<file path="src/rtl/alu_controller_if.sv">
// Interface bundling the instruction handshake, ALU bus and status lines of alu_controller.
// master is the controller side; slave is the instruction source / ALU / observer side.
interface alu_controller_if #(
  parameter int DATA_WIDTH = 8
);
  logic                  instrValid;
  logic [11:0]           instr;
  logic                  instrReady;
  logic [DATA_WIDTH-1:0] aluA;
  logic [DATA_WIDTH-1:0] aluB;
  logic [1:0]            aluControl;
  logic [DATA_WIDTH-1:0] aluResult;
  logic [1:0]            regSel;
  logic [DATA_WIDTH-1:0] regData;
  logic                  zeroFlag;
  logic                  done;
  logic                  error;

  modport master (
    input  instrValid, instr, aluResult, regSel,
    output instrReady, aluA, aluB, aluControl, regData, zeroFlag, done, error
  );

  modport slave (
    output instrValid, instr, aluResult, regSel,
    input  instrReady, aluA, aluB, aluControl, regData, zeroFlag, done, error
  );
endinterface

</file>
<file path="src/rtl/alu_controller.sv">
// Multi-cycle execute controller for the 8-bit ALU: decodes instructions, owns a
// 4-entry register file and the architectural zero flag.
//
//   state  | meaning
//   IDLE   | ready for a new instruction
//   DECODE | read operands / LDI write / flag a reserved kind
//   EXEC   | capture ALU result, write back, update zero flag
//   DONE   | one-cycle done (and error) pulse
module alu_controller #(
  parameter int                    DATA_WIDTH  = 8,
  parameter logic [DATA_WIDTH-1:0] RESET_VALUE = '0
) (
  input logic              clk,
  input logic              rst_n,
  alu_controller_if.master bus
);

  typedef enum logic [1:0] {
    S_IDLE   = 2'd0,
    S_DECODE = 2'd1,
    S_EXEC   = 2'd2,
    S_DONE   = 2'd3
  } state_t;

  localparam logic [1:0] K_ALU = 2'b00;
  localparam logic [1:0] K_LDI = 2'b01;
  localparam logic [1:0] K_CMP = 2'b10;

  state_t                         state_q, state_d;
  logic [11:0]                    instr_q, instr_d;
  logic [3:0][DATA_WIDTH-1:0]     regs_q, regs_d;
  logic [DATA_WIDTH-1:0]          alu_a_q, alu_a_d;
  logic [DATA_WIDTH-1:0]          alu_b_q, alu_b_d;
  logic [1:0]                     alu_ctrl_q, alu_ctrl_d;
  logic [DATA_WIDTH-1:0]          reg_data_q, reg_data_d;
  logic                           zero_q, zero_d;
  logic                           err_pend_q, err_pend_d;

  logic [1:0]            kind, op, dst, src_a, src_b, ldi_dst;
  logic [DATA_WIDTH-1:0] imm;
  logic                  unused_instr_bits;

  assign kind    = instr_q[11:10];
  assign op      = instr_q[9:8];
  assign dst     = instr_q[7:6];
  assign src_a   = instr_q[5:4];
  assign src_b   = instr_q[3:2];
  assign ldi_dst = instr_q[9:8];
  assign imm     = instr_q[7:0];
  assign unused_instr_bits = ^instr_q[1:0];

  always_ff @(posedge clk or negedge rst_n) begin
    if (!rst_n) begin
      state_q    <= S_IDLE;
      instr_q    <= '0;
      regs_q     <= {4{RESET_VALUE}};
      alu_a_q    <= '0;
      alu_b_q    <= '0;
      alu_ctrl_q <= 2'b00;
      reg_data_q <= '0;
      zero_q     <= 1'b0;
      err_pend_q <= 1'b0;
    end else begin
      state_q    <= state_d;
      instr_q    <= instr_d;
      regs_q     <= regs_d;
      alu_a_q    <= alu_a_d;
      alu_b_q    <= alu_b_d;
      alu_ctrl_q <= alu_ctrl_d;
      reg_data_q <= reg_data_d;
      zero_q     <= zero_d;
      err_pend_q <= err_pend_d;
    end
  end

  always_comb begin
    state_d    = state_q;
    instr_d    = instr_q;
    regs_d     = regs_q;
    alu_a_d    = alu_a_q;
    alu_b_d    = alu_b_q;
    alu_ctrl_d = alu_ctrl_q;
    zero_d     = zero_q;
    err_pend_d = err_pend_q;
    // Read-out samples the pre-write contents, giving one cycle of latency.
    reg_data_d = regs_q[bus.regSel];

    case (state_q)
      S_IDLE: begin
        if (bus.instrValid) begin
          instr_d = bus.instr;
          state_d = S_DECODE;
        end
      end
      S_DECODE: begin
        case (kind)
          K_ALU, K_CMP: begin
            alu_a_d    = regs_q[src_a];
            alu_b_d    = regs_q[src_b];
            alu_ctrl_d = op;
            state_d    = S_EXEC;
          end
          K_LDI: begin
            regs_d[ldi_dst] = imm;
            state_d         = S_DONE;
          end
          default: begin
            err_pend_d = 1'b1;
            state_d    = S_DONE;
          end
        endcase
      end
      S_EXEC: begin
        zero_d = (bus.aluResult == '0);
        if (kind == K_ALU) regs_d[dst] = bus.aluResult;
        state_d = S_DONE;
      end
      default: begin
        err_pend_d = 1'b0;
        state_d    = S_IDLE;
      end
    endcase
  end

  assign bus.instrReady = (state_q == S_IDLE);
  assign bus.done       = (state_q == S_DONE);
  assign bus.error      = (state_q == S_DONE) && err_pend_q;
  assign bus.aluA       = alu_a_q;
  assign bus.aluB       = alu_b_q;
  assign bus.aluControl = alu_ctrl_q;
  assign bus.regData    = reg_data_q;
  assign bus.zeroFlag   = zero_q;

endmodule

</file>
<file path="src/flat_wrapper.sv">
// flat-port wrapper written by rule: the top's interface ports become plain ports
module alu_controller_flat 
#(
  parameter int                    DATA_WIDTH  = 8,
  parameter logic [DATA_WIDTH-1:0] RESET_VALUE = '0
)
  (clk, rst_n, bus_instrValid, bus_instr, bus_aluResult, bus_regSel, bus_instrReady, bus_aluA, bus_aluB, bus_aluControl, bus_regData, bus_zeroFlag, bus_done, bus_error);
  alu_controller_if #(.DATA_WIDTH(DATA_WIDTH)) bus_i ();
  input logic clk;
  input logic rst_n;
  input wire logic [$bits(bus_i.instrValid)-1:0] bus_instrValid;
  input wire logic [$bits(bus_i.instr)-1:0] bus_instr;
  input wire logic [$bits(bus_i.aluResult)-1:0] bus_aluResult;
  input wire logic [$bits(bus_i.regSel)-1:0] bus_regSel;
  output wire logic [$bits(bus_i.instrReady)-1:0] bus_instrReady;
  output wire logic [$bits(bus_i.aluA)-1:0] bus_aluA;
  output wire logic [$bits(bus_i.aluB)-1:0] bus_aluB;
  output wire logic [$bits(bus_i.aluControl)-1:0] bus_aluControl;
  output wire logic [$bits(bus_i.regData)-1:0] bus_regData;
  output wire logic [$bits(bus_i.zeroFlag)-1:0] bus_zeroFlag;
  output wire logic [$bits(bus_i.done)-1:0] bus_done;
  output wire logic [$bits(bus_i.error)-1:0] bus_error;
  assign bus_i.instrValid = bus_instrValid;
  assign bus_i.instr = bus_instr;
  assign bus_i.aluResult = bus_aluResult;
  assign bus_i.regSel = bus_regSel;
  assign bus_instrReady = bus_i.instrReady;
  assign bus_aluA = bus_i.aluA;
  assign bus_aluB = bus_i.aluB;
  assign bus_aluControl = bus_i.aluControl;
  assign bus_regData = bus_i.regData;
  assign bus_zeroFlag = bus_i.zeroFlag;
  assign bus_done = bus_i.done;
  assign bus_error = bus_i.error;
  alu_controller #(.DATA_WIDTH(DATA_WIDTH), .RESET_VALUE(RESET_VALUE)) u_core (.clk(clk), .rst_n(rst_n), .bus(bus_i));
endmodule
</file>
<file path="config.mk">
export PLATFORM = sky130hd
export DESIGN_NAME = alu_controller_flat
export DESIGN_NICKNAME = d
export VERILOG_FILES = /design/src/rtl/alu_controller_if.sv /design/src/rtl/alu_controller.sv /design/src/flat_wrapper.sv
export SDC_FILE = /design/constraint.sdc
export NUM_CORES = 1
export LEC_CHECK = 0
export ABC_AREA = 1
export CAP_MARGIN = 40
export CORE_ASPECT_RATIO = 0.8
export CORE_MARGIN = 2
export CORE_UTILIZATION = 40
export DETAILED_ROUTE_END_ITERATION = 6
export GPL_ROUTABILITY_DRIVEN = 0
export PLACE_DENSITY = 0.67
export SYNTH_ARGS = -nofsm -noshare
export SYNTH_HDL_FRONTEND = slang
export SYNTH_SLANG_ARGS = --single-unit
</file>
<file path="constraint.sdc">
create_clock -name clk -period 1.9 [get_ports clk]
set_clock_uncertainty 0.1 [all_clocks]
set_input_delay 0.19 -clock clk [delete_from_list [all_inputs] [get_ports clk]]
set_output_delay 0.19 -clock clk [all_outputs]
set_load 0.01 [all_outputs]
</file>
==> impl_metrics.csv, run 1 <==
group,metric,value,unit
synthesis,synth.top_cell.area_share,0.4386,
worst_setup_path,max_stage_delay,0.48,ns
final_layout,multi_input_area,2118,um^2
power,seqPwrFrac,0.319,
hold_path,hold_class,"in2async",
synthesis,yosys.area.top_type,"dfrtp_1",
grt,grt_first_pass_wirelength,20.23,mm
timing,post-route-min-period,1.789,ns
timing,rsz0062_at_grt,"no",
power,p_leak,0.002894,uW
worst_setup_path,required,1.61,ns
power,p_per_area,1768,nW/um^2
grt,grt_max_degree,51,
synthesis,synth_seq_area_share,0.4386,
clock_network,clockRootBuffer,"clkbuf_16",
drt,post_drt_wl_per_cell,14.35,um
flow_run,drv_cap,0,
grt,grt_pass1_vias,4043,
worst_setup_path,cp-end-kind,"output port",
drt,wl,11.92,mm
power,intPower,5193,uW
clock_network,cts-buffers-inserted,9,
final_layout,areaGrowthSynthToFinish,27.12,%
final_layout,fin_nets,717,
floorplanning,die_w,118.9,um
drt,via_count,4252,
synthesis,synth.cell_area,4222,um^2
clock_network,clockBufferDepth,2,
final_layout,diodes,0,
placement,dp_hpwl,9.037,mm
power,netSwitchingPower,4293,uW
floorplanning,die_area,11400,um^2
timing,slew_violations,0,
drt,drt_iter0_drc,308,
timing,max_slew_margin,0.6200,
grt,groute.usage.overall,0.2279,
floorplanning,coreArea,10280,um^2
worst_setup_path,critPathArrivalTime,1.50,ns
synthesis,synth_seq_cells,74,
clock_network,cts_tree,"yes",
worst_setup_path,critPathMaxFanout,4,
drt,ant_nets,0,
final_layout,drive_gt1_frac,0.08104,
floorplanning,initial_utilization,0.4106,
synthesis,synthDistinctLibCells,23,
grt,gr-total-overflow,0,
synthesis,synth-warning-count,0,
timing,fin_crit_sh,0.9415,
drt,detail_route.drc_violations,0,
worst_setup_path,crit_type,"reg2out",
placement,io_buffers,54,
floorplanning,ioPinCount,55,
drt,first_pass_iters,4,
worst_setup_path,cp_slowest_cell,"clkdlybuf4s50_1",
floorplanning,rows,33,
synthesis,synth_area_per_cell,6.787,um^2
clock_network,clock_latency,0.34,ns
synthesis,netlist_instances,622,
timing,setup_viol,0,
timing,tns,0,ns
worst_setup_path,critPathLaunchType,"flip-flop",
worst_setup_path,crit_chain,"ha_1 -> clkdlybuf4s50_1",
synthesis,synth_nets,652,
power,p_clk_frac,0.182,
clock_network,cts.clk_slew.worst_paths,0.06,ns
floorplanning,die_h,95.89,um
clock_network,cts.sinks,74,
timing,worstMarginPinSlew,0.5700,ns
power,ir_worst_vdd,0.0007255,V
final_layout,nFillCells,992,
drt,routed_via_density,5.117,
final_layout,postLayoutCoreUtil,0.5220,
clock_network,cts_max_level,3,
final_layout,ff_latch_area,1853,um^2
run_status,outcome,"finished, final reports clean",
synthesis,synthTopCellsByArea,"dfrtp_1 44%, nand2_1 26%, nand3_1 6.0%",
timing,finalHoldViolations,0,
power,swShare,0.4526,
timing,fmax,559.0,MHz
power,comb_power_share,0.499,
grt,antenna_found_initial,0,
-- cell usage after synthesis --
library cell,number
o211ai_1,16
nand2_4,2
buf_2,8
dfrtp_1,74
nand4_1,1
o21ai_2,1
nor2_8,1
nor3_1,2
o21ai_0,20
nand3_1,51
ha_1,5
nor2_2,5
inv_1,49
nor2_4,1
clkinv_1,4
a21oi_1,13
clkbuf_1,12
nor2_1,46
o22ai_1,8
nand2_1,297
inv_2,1
a31oi_1,1
nand2_2,4
-- registers in the layout, summed over array words and instances, names as in the netlist --
register,count
u_core.bus.aluB,8
u_core.state_q,2
u_core.err_pend_q,1
u_core.bus.regData,8
u_core.bus.aluA,8
u_core.bus.aluControl,2
u_core.instr_q,12
u_core.regs_q,32
u_core.bus.zeroFlag,1
-- metrics by stage --
step / instances / cell area (um^2) / total power, uW / hold slack [ns] / setup WS [ns]
after global placement: 812 / 4992 / 7452 / 0.1105 / 0.1902
after floorplan: 622 / 4222 / 5802 / -0.2056 / 0.3037
after global routing: 831 / 5366 / 10330 / 0.3330 / 0.01199
final: 831 / 5366 / 9486 / 0.2804 / 0.1111
after detailed placement: 812 / 4992 / 7601 / 0.1208 / 0.05230
after CTS: 828 / 5305 / 9368 / 0.2962 / 0.01892
-- layout make-up --
cell class | count | area share
multi-input combinational | 475 | 0.3947
sequential | 74 | 0.3453
inverter | 54 | 0.03824
timing repair buffer | 73 | 0.1324
clock inverter | 4 | 0.009559
tap | 140 | 0.03264
clock buffer | 11 | 0.04710
-- what timing repair did --
item / 4_1_cts / 5_1_grt
cloned: 0 / 1
setup endpoints to repair: 1 / 33
hold buffers: 1 / 0
pin swaps: 0 / 1
hold endpoints to repair: 24 / 0
setup buffers: 0 / 2
gates resized for setup: 1 / 11
-- worst max-delay path: cells and delay by family (launching register included) --
family     cells  cell delay (ns)
fa+ha+maj      1             0.23
buf+inv        1             0.48
flops          1             0.45
-- metal layers --
| layer | vias to the layer above | part of all wire | track usage |
|---|---|---|---|
| met5 | - | 0 | 0 |
| met4 | 0 | 0.032 | 0.1081 |
| met3 | 33 | 0.067 | 0.04206 |
| met2 | 166 | 0.43 | 0.3458 |
| met1 | 1967 | 0.48 | 0.3174 |
| li1 | 2086 | - | - |
-- layout by cell type (no fill, tap or decap), types with 3 or more instances in the layout --
| master | netlist | final |
|---|---|---|
| nand3_1 | 51 | 51 |
| nand2_1 | 297 | 295 |
| nand2_4 | 2 | 3 |
| clkinv_1 | 4 | 4 |
| inv_1 | 49 | 48 |
| buf_4 | 0 | 15 |
| a21oi_1 | 13 | 13 |
| o22ai_1 | 8 | 8 |
| ha_1 | 5 | 3 |
| nand2_2 | 4 | 5 |
| o21ai_0 | 20 | 20 |
| nor2_1 | 46 | 46 |
| o211ai_1 | 16 | 16 |
| clkbuf_16 | 0 | 9 |
| dfrtp_1 | 74 | 73 |
| clkdlybuf4s50_1 | 0 | 51 |
| nor2_2 | 5 | 5 |
-- worst paths after layout --
check	startpoint	endpoint	slack, ns	depth (start not counted)
worst max-delay path	u_core.state_q[0]$_DFFE_PN0P_	bus_done	0.11	2
worst min-delay path	rst_n	u_core.bus.aluB[7]$_DFFE_PN0P_	0.28	2
worst max register to register	u_core.state_q[1]$_DFFE_PN0P_	u_core.regs_q[11]$_DFFE_PN0P_	0.12	10
worst min register to register	u_core.bus.aluA[2]$_DFFE_PN0P_	u_core.bus.aluA[2]$_DFFE_PN0P_	0.38	2
max in group asynchronous	rst_n	u_core.state_q[0]$_DFFE_PN0P_	0.76	3
min in group clk	bus_instr[1]	u_core.instr_q[1]$_DFFE_PN0P_	0.33	3
-- power groups by stage --
stage	Combinational, uW	Sequential, uW	Clock, uW
after global placement	4450	3000	0
after detailed placement	4590	3010	0
after global routing	5390	3100	1840
after floorplan	2980	2820	0
after CTS	4610	2990	1770
final	4730	3030	1730
-- kinds of logic after synthesis --
| kind of cell | Yosys count | synth area share |
|---|---|---|
| flops | 74 | 0.4386 |
| buf+inv | 74 | 0.06817 |
| simple gates | 410 | 0.3954 |
| compound gates | 59 | 0.08299 |
| fa+ha+maj | 5 | 0.01482 |
No activity file was read; power rests on OpenSTA's default activity.
==> inputs of run 2 (changes only) <==
- CAP_MARGIN: 40 -> not set
- CTS_CLUSTER_SIZE: not set -> 12
==> results of run 2 <==
Same layout as run 1: the final DEF is identical, and so are final timing and power.
==> inputs of run 3 (changes only) <==
- clock period: 1.9 -> 1.75 ns (I/O delays scaled with it)
==> run 3 against run 2 <==
  * Global-route usage is 0.36 points lower
  * Sequential cell count unchanged
  * Die area unchanged
  * Critical path depth rose by 3
  * Sequential share of layout area fell by 0.76 points
  * Cell count is 1.4% higher
  * Critical endpoint is now bus_error
  * Non-clock buffer count is 11 higher
==> impl_metrics.csv, run 3 (synthesis gave the netlist of run 1 again) <==
group,metric,value,unit
power,comb_power_share,0.504,
timing,whs,0.2900,ns
worst_setup_path,cp-end-kind,"output port",
timing,fin_crit_sh,0.9944,
timing,setup_viol,0,
timing,finalWorstSetupSlack,0.009831,ns
timing,slew_violations,0,
drt,first_pass_iters,5,
worst_setup_path,path_buf_inv,3,
drt,wl,11.68,mm
drt,ant_nets,0,
final_layout,largestRegisters,"u_core.regs_q (32), u_core.instr_q (12)",
final_layout,fin_nets,728,
final_layout,largest-register,"u_core.regs_q",
worst_setup_path,critPathLaunchType,"flip-flop",
power,p_per_area,1942,nW/um^2
worst_setup_path,max_stage_delay,0.43,ns
power,p_leak,0.002935,uW
worst_setup_path,r2r_end,"u_core.regs_q[21]$_DFFE_PN0P_",
grt,antenna_found_initial,0,
final_layout,final_common_cell,"nand2_1",
floorplanning,die_w,118.9,um
grt,grt_pass1_vias,4024,
floorplanning,rows,33,
timing,fmax,574.7,MHz
worst_setup_path,timing.rr.start,"u_core.state_q[0]$_DFFE_PN0P_",
clock_network,clockRootBuffer,"clkbuf_16",
clock_network,cts_tree,"yes",
final_layout,areaGrowthSynthToFinish,29.96,%
final_layout,layout_common_cells,"295 x nand2_1, 73 x dfrtp_1, 51 x nand3_1",
grt,gr-total-overflow,0,
clock_network,cts.sinks,74,
clock_network,clockBufferDepth,2,
grt,grt_max_degree,75,
worst_setup_path,worstSetupEndpoint,"bus_error",
worst_setup_path,worstSetupStartpoint,"u_core.state_q[0]$_DFFE_PN0P_",
clock_network,cts-buffers-inserted,9,
power,p_clk_frac,0.187,
timing,finalHoldViolations,0,
worst_setup_path,r2r_cells,10,
drt,drt_iter0_drc,348,
drt,routed_via_density,4.995,
power,intPower,5923,uW
worst_setup_path,cp_slowest_cell,"dfrtp_1",
power,power.total,10650,uW
grt,groute.usage.overall,0.2243,
run_status,outcome,"finished, final reports clean",
floorplanning,ioPinCount,55,
hold_path,hold_class,"in2async",
drt,post_drt_wl_per_cell,13.85,um
final_layout,drive_gt1_frac,0.1053,
power,swShare,0.4441,
worst_setup_path,critPathArrivalTime,1.47,ns
power,seqPwrFrac,0.310,
drt,via_count,4211,
power,ir_worst_vdd,0.0007229,V
final_layout,fin_area,5487,um^2
worst_setup_path,critPathMaxFanout,3,
power,netSwitchingPower,4731,uW
floorplanning,die_area,11400,um^2
worst_setup_path,crit_chain,"buf_4 -> ha_2 -> nand2_1 -> inv_1 -> dlygate4sd2_1",
floorplanning,initial_utilization,0.4106,
final_layout,diodes,0,
placement,io_buffers,54,
drt,detail_route.drc_violations,0,
clock_network,cts.clk_slew.worst_paths,0.06,ns
worst_setup_path,required,1.47,ns
clock_network,clock_latency,0.35,ns
timing,max_slew_margin,0.6861,
worst_setup_path,critPathTopFamily,"buffers and inverters",
worst_setup_path,cp.depth,5,
placement,dp_hpwl,8.672,mm
floorplanning,die_h,95.89,um
worst_setup_path,r2r_setup_slack,0.08,ns
final_layout,postLayoutCoreUtil,0.5337,
floorplanning,coreArea,10280,um^2
timing,worstMarginPinSlew,0.4692,ns
placement,place_area,5047,um^2
flow_run,drv_cap,0,
final_layout,largest_reg_flops,32,
timing,post-route-min-period,1.740,ns
grt,grt_first_pass_wirelength,19.80,mm
clock_network,cts_max_level,3,
timing,rsz0062_at_grt,"yes",
placement,post-place-ws,-0.03559,ns
worst_setup_path,crit_type,"reg2out",
run 3: changes by cell type in the layout (fill, tap and decap cells not counted), moves of 2 or more:
cell	previous run	this run
buf_6	1	3
buf_4	15	25
inv_1	48	46
nor2_2	5	7
ha_1	3	1
nor2_1	46	43
dlygate4sd2_1	1	3
run 3: per-layer routing:
layer / share of wire / GRT usage / up-vias / wire (um)
met4: 0.020 / 0.07044 / 0 / 233
li1: - / - / 2108 / -
met2: 0.43 / 0.3410 / 173 / 5026
met3: 0.071 / 0.05865 / 23 / 830
met5: 0 / 0 / - / 0
met1: 0.48 / 0.3145 / 1907 / 5585
run 3: cell type report:
cell class / instances / area [um^2]
clock buffer: 11 / 242.7
multi-input combinational: 475 / 2146
timing repair buffer: 84 / 783.3
fill: 997 / 4795
tap: 140 / 175.2
inverter: 54 / 209.0
clock inverter: 5 / 77.57
sequential: 74 / 1853
run 3: timing repair:
action,4_1_cts,5_1_grt
hold buffers,1,0
buffers inserted,1,3
gates cloned,1,0
setup endpoints to repair,27,48
gates resized for setup,12,12
pin swaps,0,2
endpoints found under the hold margin,74,0
run 3: tightest hold or removal path, delay by kind of cell:
kind / cells / cell delay, ns
buffers and inverters: 3 / 0.95
run 3: worst min path at each step:
stage / startpoint / endpoint / slack [ns] / depth (start not counted)
final: rst_n / u_core.bus.aluB[7]$_DFFE_PN0P_ / 0.29 / 3
after global routing: bus_instr[7] / u_core.instr_q[7]$_DFFE_PN0P_ / 0.31 / 3
after CTS: rst_n / u_core.err_pend_q$_DFFE_PN0P_ / 0.31 / 3
after detailed placement: rst_n / u_core.bus.aluB[7]$_DFFE_PN0P_ / 0.14 / 2
after global placement: rst_n / u_core.instr_q[10]$_DFFE_PN0P_ / 0.13 / 2
after floorplan: rst_n / u_core.bus.aluA[0]$_DFFE_PN0P_ / -0.22 / 0
run 3: power groups by stage:
stage               registers [uW]  logic (uW)  clock network (uW)
detailed placement            3280        5070                   0
global placement              3250        4970                   0
CTS                           3260        5170                2010
floorplan                     3060        3240                   0
finish                        3300        5370                1990
global route                  3380        6070                2110
run 3: metrics by stage:
step / TNS (ns) / cells
3_5_place_dp: -0.1951 / 821
6_report: 0 / 843
3_3_place_gp: 0 / 821
5_1_grt: -0.3392 / 843
2_1_floorplan: 0 / 622
4_1_cts: 0 / 840
